[src/rtl/ram_fifo_ctrl.sv]
// ram_fifo_ctrl: push/pop FIFO controller wrapped around an external
// single-port-pair RAM (registered read, one cycle latency).
// Owns the read/write pointers and the occupancy count; storage lives in the RAM.
// Optional feature macro: RAM_FIFO_ERR_FLAGS_EN adds sticky overflow/underflow
// outputs that flag dropped pushes (while full) and dropped pops (while empty).
//
// Handshake: push is taken on a clock edge when full=0 and rst=0; pop is taken
// when empty=0 and rst=0. Both decisions use the registered flags, so a pop in
// the same cycle never frees a slot for a push. Each accepted pop is answered
// by pop_valid=1 exactly one cycle later, with pop_data carrying the word.
module ram_fifo_ctrl #(
   parameter int DATA_WIDTH = 8,
   parameter int ADDR_WIDTH = 4
) (
   input  logic                  clk,
   input  logic                  rst,
   input  logic                  push,
   input  logic [DATA_WIDTH-1:0] push_data,
   output logic                  full,
   input  logic                  pop,
   output logic [DATA_WIDTH-1:0] pop_data,
   output logic                  pop_valid,
   output logic                  empty,
   output logic [ADDR_WIDTH:0]   count,
   output logic                  ram_wr_enb,
   output logic [ADDR_WIDTH-1:0] ram_wr_addr,
   output logic [DATA_WIDTH-1:0] ram_wr_data,
   output logic                  ram_rd_enb,
   output logic [ADDR_WIDTH-1:0] ram_rd_addr,
   input  logic [DATA_WIDTH-1:0] ram_rd_data
`ifdef RAM_FIFO_ERR_FLAGS_EN
   ,
   output logic                  overflow,
   output logic                  underflow
`endif
);

   localparam logic [ADDR_WIDTH-1:0] PTR_ONE   = {{(ADDR_WIDTH-1){1'b0}}, 1'b1};
   localparam logic [ADDR_WIDTH:0]   CNT_ONE   = {{ADDR_WIDTH{1'b0}}, 1'b1};
   localparam logic [ADDR_WIDTH:0]   CNT_ZERO  = '0;
   localparam logic [ADDR_WIDTH:0]   CNT_DEPTH = {1'b1, {ADDR_WIDTH{1'b0}}};

   logic [ADDR_WIDTH-1:0] wr_ptr;
   logic [ADDR_WIDTH-1:0] rd_ptr;
   logic [ADDR_WIDTH:0]   count_q;
   logic [ADDR_WIDTH:0]   count_nxt;
   logic                  empty_q;
   logic                  full_q;
   logic                  pop_valid_q;
   logic                  push_acc;
   logic                  pop_acc;

   // Accept decisions from registered flags; reset blocks all RAM traffic.
   always_comb begin
      push_acc = push & ~full_q & ~rst;
      pop_acc  = pop & ~empty_q & ~rst;
   end

   // Next occupancy: a simultaneous push and pop leaves the count unchanged.
   always_comb begin
      count_nxt = count_q;
      case ({push_acc, pop_acc})
         2'b10:   count_nxt = count_q + CNT_ONE;
         2'b01:   count_nxt = count_q - CNT_ONE;
         default: count_nxt = count_q;
      endcase
   end

   // Pointers, occupancy, flags and the read-valid strobe.
   always_ff @(posedge clk) begin
      if (rst) begin
         wr_ptr      <= '0;
         rd_ptr      <= '0;
         count_q     <= '0;
         empty_q     <= 1'b1;
         full_q      <= 1'b0;
         pop_valid_q <= 1'b0;
      end else begin
         if (push_acc) wr_ptr <= wr_ptr + PTR_ONE;
         if (pop_acc)  rd_ptr <= rd_ptr + PTR_ONE;
         count_q     <= count_nxt;
         empty_q     <= (count_nxt == CNT_ZERO);
         full_q      <= (count_nxt == CNT_DEPTH);
         pop_valid_q <= pop_acc;
      end
   end

`ifdef RAM_FIFO_ERR_FLAGS_EN
   // Sticky records of dropped requests; only reset clears them.
   always_ff @(posedge clk) begin
      if (rst) begin
         overflow  <= 1'b0;
         underflow <= 1'b0;
      end else begin
         overflow  <= overflow  | (push & full_q);
         underflow <= underflow | (pop & empty_q);
      end
   end
`endif

   // RAM port drive and consumer-facing outputs.
   always_comb begin
      ram_wr_enb  = push_acc;
      ram_wr_addr = wr_ptr;
      ram_wr_data = push_data;
      ram_rd_enb  = pop_acc;
      ram_rd_addr = rd_ptr;
      pop_data    = ram_rd_data;
      pop_valid   = pop_valid_q;
      count       = count_q;
      empty       = empty_q;
      full        = full_q;
   end

endmodule

[config.mk]
export PLATFORM = sky130hd
export DESIGN_NAME = ram_fifo_ctrl
export DESIGN_NICKNAME = d
export VERILOG_FILES = /design/src/rtl/ram_fifo_ctrl.sv
export SDC_FILE = /design/constraint.sdc
export NUM_CORES = 1
export LEC_CHECK = 0
export BUFFER_PORTS_ARGS = -buffer_cell sky130_fd_sc_hd__buf_2
export CAP_MARGIN = 20
export CORE_UTILIZATION = 39
export DETAILED_ROUTE_END_ITERATION = 7
export PLACE_DENSITY = 0.75
export SLEW_MARGIN = 30
export SYNTH_ARGS = -nofsm -noshare
export SYNTH_HDL_FRONTEND = slang
export SYNTH_SLANG_ARGS = --single-unit
export TNS_END_PERCENT = 1
[constraint.sdc]
create_clock -name clk -period 2.5 [get_ports clk]
set_input_delay 0.5 -clock clk [delete_from_list [all_inputs] [get_ports clk]]
set_output_delay 0.5 -clock clk [all_outputs]
set_load 0.05 [all_outputs]
==> results of run 1 <==
[placed cells by master, fill, tap and decap left out, types with 2 or more instances in the layout]
cell / instances
a21o_1: 2
a21oi_1: 4
a31oi_1: 3
buf_2: 21
buf_4: 7
clkbuf_4: 3
dfxtp_1: 15
ha_1: 3
inv_1: 4
mux2i_1: 2
nand2_1: 5
nand4_1: 4
nor2_1: 13
nor2b_1: 3
nor3_1: 2
o211ai_1: 2
or3b_2: 2
xnor2_1: 4
xor2_1: 8
[stage by stage]
step / setup WS (ns) / util (%)
floorplan: -0.0413 / -
global placement: -0.121 / 44.9
detailed placement: -0.178 / 44.9
CTS: 0.0739 / 45.8
global route: 0.00982 / 46.1
finish: 0.132 / 46.1
[final cells by class]
class,count,area (sq um),share of cell area [%]
timing repair buffer,28,158,15.0
sequential,16,322,30.7
inverter,5,23.8,2.27
clock buffer,3,22.5,2.15
multi-input combinational,70,488,46.5
tap,28,35.0,3.34
[flip-flops by register name, indices dropped and copies added, names as in the netlist]
| signal | cells |
|---|---|
| count | 5 |
| ram_rd_addr | 4 |
| ram_wr_addr | 4 |
| empty | 1 |
| full | 1 |
| pop_valid | 1 |
[synthesized netlist by cell type]
cell      instances  area [sq um]
ha_1              4          50.1
nor3b_1           1          7.51
xor2_1            8          70.1
mux2i_1           2          20.0
buf_4            16           120
nor4_1            1          6.26
nand2_1           5          18.8
inv_1             4          15.0
buf_6             1          11.3
xnor2_1           4          35.0
o32a_1            1          10.0
clkinv_4          1          8.76
or3b_2            2          17.5
or3b_1            1          8.76
o211ai_1          2          15.0
o21ai_0           1          5.00
nand4_1           4          25.0
a21oi_1           4          20.0
clkbuf_1          5          18.8
dfxtp_1          16           320
a21o_1            2          15.0
nor3_1            2          10.0
a31oi_1           3          18.8
nor2_1           13          48.8
and2_1            1          6.26
a32oi_1           1          8.76
nor2b_1           4          25.0
nor2_2            1          6.26
nand2b_1          1          6.26
or3_1             1          6.26
o31ai_1           1          7.51
[logic make-up after synthesis]
group                    after synthesis
AND/OR/NAND/NOR                       37
buffers and inverters                 27
flip-flops                            16
AO/OA/AOI/OAI                         15
XOR/XNOR                              12
adder cells (fa/ha/maj)                4
multiplexers                           2
[power by group through the flow]
stage	sequential (W)	combinational, W	clock (W)
final	0.000291	0.000179	0.000133
after global routing	0.000295	0.000193	0.000148
after CTS	0.000291	0.000178	0.000136
after detailed placement	0.000297	0.000177	0
after global placement	0.000296	0.000171	0
after floorplan	0.000344	0.000154	0
[routing by layer]
layer | share of wire (%) | GRT usage (%)
met1 | 42 | 17.1
met3 | 6.7 | 6.14
met2 | 49 | 25.3
met5 | 0 | 0
met4 | 2.3 | 6.76
[tightest hold or removal path, cell delays in order, from the launching register on]
cell	delay [ns]
dfxtp_1	0.35
nand2_1	0.06
a21oi_1	0.05
[worst max-delay path by stage]
stage | from | depth (start not counted) | slack (ns) | to
after floorplan | rst | 10 | -0.04 | full
after global placement | rst | 10 | -0.12 | full
after detailed placement | rst | 10 | -0.18 | full
after CTS | empty | 9 | 0.07 | empty
after global routing | empty | 9 | 0.01 | full
final | empty | 9 | 0.13 | full
==> qor.csv, run 1 <==
stage;metric;value;unit
floorplanning;Initial Util;42.3;%
cts;CTS buffer count;3;
power;Clock Power Share;22.1;%
route;drt wl/cell;12.3;microns
cts;Root Driver;clkbuf_4;
power;Sw Share;35.7;%
sta;Final setup viols;0;
worst_hold_path;min-delay src;ram_wr_addr[1];
critical_path;R2R Setup Slk;0.13;ns
cts;Hold Buf Count CTS;0;
logic_synthesis;post-synthesis mux area share;2.08;%
cts;CTS clock-pin slew for the worst setup and hold paths;0.09;ns
sta;RSZ-0062 raised after global routing;false;
floorplanning;Die Y;51.7;microns
route;routed via count;783;
final_layout;share of post-route cells with drive strength above 1;32.0;%
grt;antenna violations before repair;0;
worst_hold_path;hold path depth;2;
placed_design;gpl congestion;0.912;
grt;vias in the first global route;726;
critical_path;Data required, critical path;2.70;ns
route;vias per inst;5.22;
power;leakage;0.517;nW
cts;Bufs on Longest Clock Path;2;
critical_path;CP delay by family, top;simple AND/OR/NAND/NOR gates;
placed_design;placed cells;147;
sta;Slew headroom;76.2;%
route;Detailed Route WL;1840;microns
critical_path;r2r endpoint;full;
sta;Hold Slack;0.502;ns
power;maximum vdd drop;355;uV
final_layout;Finished Layout Cells;150;
logic_synthesis;complex-gate fraction of the synthesized area;10.4;%
logic_synthesis;Syn Nets;137;
power;total power;0.000602;W
logic_synthesis;Synth Area per Inst;8.51;sq um
sta;Slew Viols, Final;0;
sta;Worst Skew;0.00208;ns
cts;Worst-Skew Late Latency;0.28;ns
critical_path;CP max stage delay;0.43;ns
grt;largest net degree at the start of global routing;15;
cts;CTS sink cnt;16;
logic_synthesis;Warnings, synthesis;0;
critical_path;type of the worst setup path;flip-flop to flip-flop;
logic_synthesis;Synth cell types;31;
final_layout;fill count;216;
sta;min cycle time layout;2.37;ns
logic_synthesis;sequential area share after synthesis;33.3;%
route;First DRT Iteration DRCs;5;
cts;CTS H-tree depth;1;
floorplanning;die width;51.7;microns
floorplanning;die area;2670;sq um
critical_path;R2R depth;9;
sta;Hold Vio Cnt, Final;0;
critical_path;Crit. End Element;flip-flop;
worst_hold_path;Hold Path Class;flip-flop to flip-flop;
critical_path;Worst path slowest cell;or3b_1;
status;status;finished clean;
cts;# resized after CTS;0;
grt;first-pass GRT wire length;3120;microns
route;TritonRoute pass-1 iters;5;
sta;Slew @ Worst Pin;0.356;ns
final_layout;Syn-to-layout area delta;8.97;%
route;Routed Antenna Nets;0;
logic_synthesis;flops & latches, synth;16;
power;Comb pwr share;29.7;%
power;P per Cell Area;574;nW/um^2
final_layout;ANT cells;0;
sta;fmax;422;MHz
placed_design;Placement Cell Area;1020;sq um
logic_synthesis;largest family of logic cells by synthesized area;simple AND/OR/NAND/NOR gates;
critical_path;Setup crit start kind;flip-flop;
sta;setup TNS;0;ns
logic_synthesis;xor and xnor area share after synthesis;10.9;%
critical_path;worst path bufs/invs;0;
sta;Final period util;94.7;%
grt;GRT overflow;0;
logic_synthesis;Syn Inst Count;113;
critical_path;Top cell by count, worst path;a31oi_1;
cts;TritonCTS clock tree;done;
placed_design;buffers added on ports;21;
job;Max-cap violations;0;
cts;total setup buffers inserted after CTS;0;
critical_path;Arr. time, crit path;2.57;ns
logic_synthesis;Post-Synth Adder-Cell Area;5.20;%
final_layout;fin nets;148;
placed_design;Detail Placement HPWL;1440;microns
power;Seq pwr share;48.3;%
floorplanning;core area;2280;sq um
power;Cell Int Power;0.000387;W
logic_synthesis;Post-Syn Area;962;sq um
critical_path;CP Cell Sequence;or3b_1, nor2_4, xor2_1, ha_2, nor3b_2, nand4_1, a31oi_1, a31oi_1, nor4_1;
power;Switching Power;0.000215;W
critical_path;Worst Path Max Fanout;3;
floorplanning;Top-Level Pins;54;
logic_synthesis;Synth Area in Simple Gates;20.0;%
floorplanning;FP Rows;17;
grt;gr usage total;15.3;%
critical_path;Worst R2R Start;empty;
worst_hold_path;Hold Path End;ram_wr_addr[1];
final_layout;final instance area;1050;sq um
route;# DRC;0;
No activity file was read; power rests on OpenSTA's default activity.
==> run 2, diff against run 1 <==
CORE_UTILIZATION = 41   (was 39)
CTS_BUF_LIST = sky130_fd_sc_hd__clkbuf_8   (was not set)
PLACE_DENSITY = 0.78   (was 0.75)
==> run 2 against run 1 <==
  * Fmax shrank 0.23%
  * Sequential cell count did not move
  * Clock skew is 0.0011 ns lower
  * Critical path depth up 1
  * Register-to-register slack barely moved
  * Die area down 4.7%
  * Combinational power hardly changed
  * Final cell count rose by 0.67%
  * Routed wire length grew 1.4%
  * Global-route usage rose by 0.070 points
  * Clock-buffer cell count is the same
  * Critical endpoint unchanged
==> qor.csv, run 2 (same netlist as run 1, synthesis figures left out) <==
stage;metric;value;unit
grt;first-pass GRT wire length;2940;microns
sta;min cycle time layout;2.37;ns
power;maximum vdd drop;393;uV
final_layout;most common cell after layout, fill and taps aside;buf_2;
power;P per Cell Area;612;nW/um^2
cts;Root Driver;clkbuf_8;
cts;total setup buffers inserted after CTS;0;
route;# DRC;0;
cts;Hold Buf Count CTS;0;
cts;Bufs on Longest Clock Path;2;
placed_design;buffers added on ports;21;
job;Max-cap violations;0;
critical_path;crit path from;rst;
cts;CTS buffer count;3;
route;routed via count;788;
critical_path;R2R depth;9;
sta;Slew @ Worst Pin;0.327;ns
critical_path;Arr. time, crit path;2.52;ns
floorplanning;FP Rows;17;
critical_path;Worst R2R Start;empty;
cts;CTS clock-pin slew for the worst setup and hold paths;0.06;ns
critical_path;Setup crit start kind;input pin;
final_layout;most frequent cells in the layout;buf_2 (21), dfxtp_1 (15), nor2_1 (13), xor2_1 (8), buf_4 (8);
route;drt wl/cell;12.4;microns
worst_hold_path;Hold Path Class;flip-flop to flip-flop;
power;leakage;0.529;nW
route;Detailed Route WL;1870;microns
grt;vias in the first global route;685;
sta;Final setup viols;0;
final_layout;Core Util, Final;48.6;%
floorplanning;die width;50.4;microns
final_layout;fill count;228;
placed_design;Detail Placement HPWL;1390;microns
grt;antenna violations before repair;0;
floorplanning;Top-Level Pins;54;
floorplanning;die area;2540;sq um
sta;Hold Slack;0.510;ns
status;status;finished clean;
cts;TritonCTS clock tree;done;
sta;Slew headroom;78.1;%
cts;Worst-Skew Late Latency;0.25;ns
critical_path;R2R Setup Slk;0.13;ns
floorplanning;core area;2210;sq um
final_layout;fin nets;149;
route;First DRT Iteration DRCs;23;
sta;RSZ-0062 raised after global routing;false;
placed_design;gpl congestion;0.952;
critical_path;Data required, critical path;2.65;ns
critical_path;Crit. End Element;flip-flop;
sta;Slew Viols, Final;0;
grt;GRT overflow;0;
route;Routed Antenna Nets;0;
sta;Hold Vio Cnt, Final;0;
grt;gr usage total;15.4;%
cts;# resized after CTS;0;
cts;CTS sink cnt;16;
final_layout;max FFs per register;5;
grt;largest net degree at the start of global routing;15;
route;vias per inst;5.22;
sta;Worst Skew;0.000939;ns
cts;CTS H-tree depth;1;
final_layout;share of post-route cells with drive strength above 1;32.5;%
floorplanning;Die Y;50.4;microns
route;TritonRoute pass-1 iters;4;
final_layout;Syn-to-layout area delta;11.7;%
sta;fmax;421;MHz
sta;Final period util;94.9;%
critical_path;type of the worst setup path;input pin to flip-flop;
critical_path;Worst Path Max Fanout;2;
floorplanning;Initial Util;43.5;%
critical_path;r2r endpoint;full;
critical_path;worst setup path endpoint;full;
final_layout;ANT cells;0;
## run 2: metrics by stage
stage	instance area (sq um)	setup WS (ns)	power, W	TNS, ns	std cells
floorplan	978	-0.0413	0.000498	-0.0413	113
global placement	1030	-0.135	0.000469	-0.161	148
detailed placement	1030	-0.175	0.000473	-0.260	148
CTS	1070	0.0749	0.000658	0	151
global route	1070	0.0295	0.000694	0	151
finish	1070	0.127	0.000658	0	151
## run 2: routing by layer
layer	share of wire, %	vias up	wire length (microns)	track usage (%)
met2	48	33	891	24.4
met3	8.3	4	154	6.06
met5	0	-	0	0
met4	1.6	0	29	6.02
met1	42	364	791	18.4
li1	-	387	-	-
## run 2: worst min path at each step
stage | from | endpoint | slack (ns) | cells past startpoint
detailed placement | ram_wr_addr[1] | ram_wr_addr[1] | 0.51 | 2
floorplan | rst | ram_wr_addr[1] | 0.57 | 1
finish | ram_wr_addr[1] | ram_wr_addr[1] | 0.51 | 2
global route | ram_rd_addr[3] | ram_rd_addr[3] | 0.54 | 2
global placement | ram_wr_addr[1] | ram_wr_addr[1] | 0.48 | 2
CTS | ram_wr_addr[1] | ram_wr_addr[1] | 0.51 | 2
## run 2: report_power, final
part	leakage, nW	internal [W]	switching (W)	total (W)
Sequential	0.130	0.000272	0.0000190	0.000290
Combinational	0.378	0.0000620	0.000119	0.000181
Clock	0.0216	0.000107	0.0000804	0.000187
Total	0.529	0.000440	0.000218	0.000658
## run 2: layout make-up
class                           instances  area [sq um]  share of cell area (%)
Multi-Input combinational cell         70           488                    45.4
Sequential cell                        16           322                    29.9
Timing Repair Buffer                   29           165                    15.4
Clock buffer                            3          41.3                    3.84
Tap cell                               28          35.0                    3.26
Inverter                                5          23.8                    2.21
## run 2: critical path: stages
cell	delay [ns]
buf_2	0.10
or3b_1	0.40
nor2_4	0.11
xor2_1	0.16
ha_2	0.21
nor2b_4	0.15
a31oi_1	0.10
o32a_1	0.39
xor2_1	0.17
nor4_1	0.24
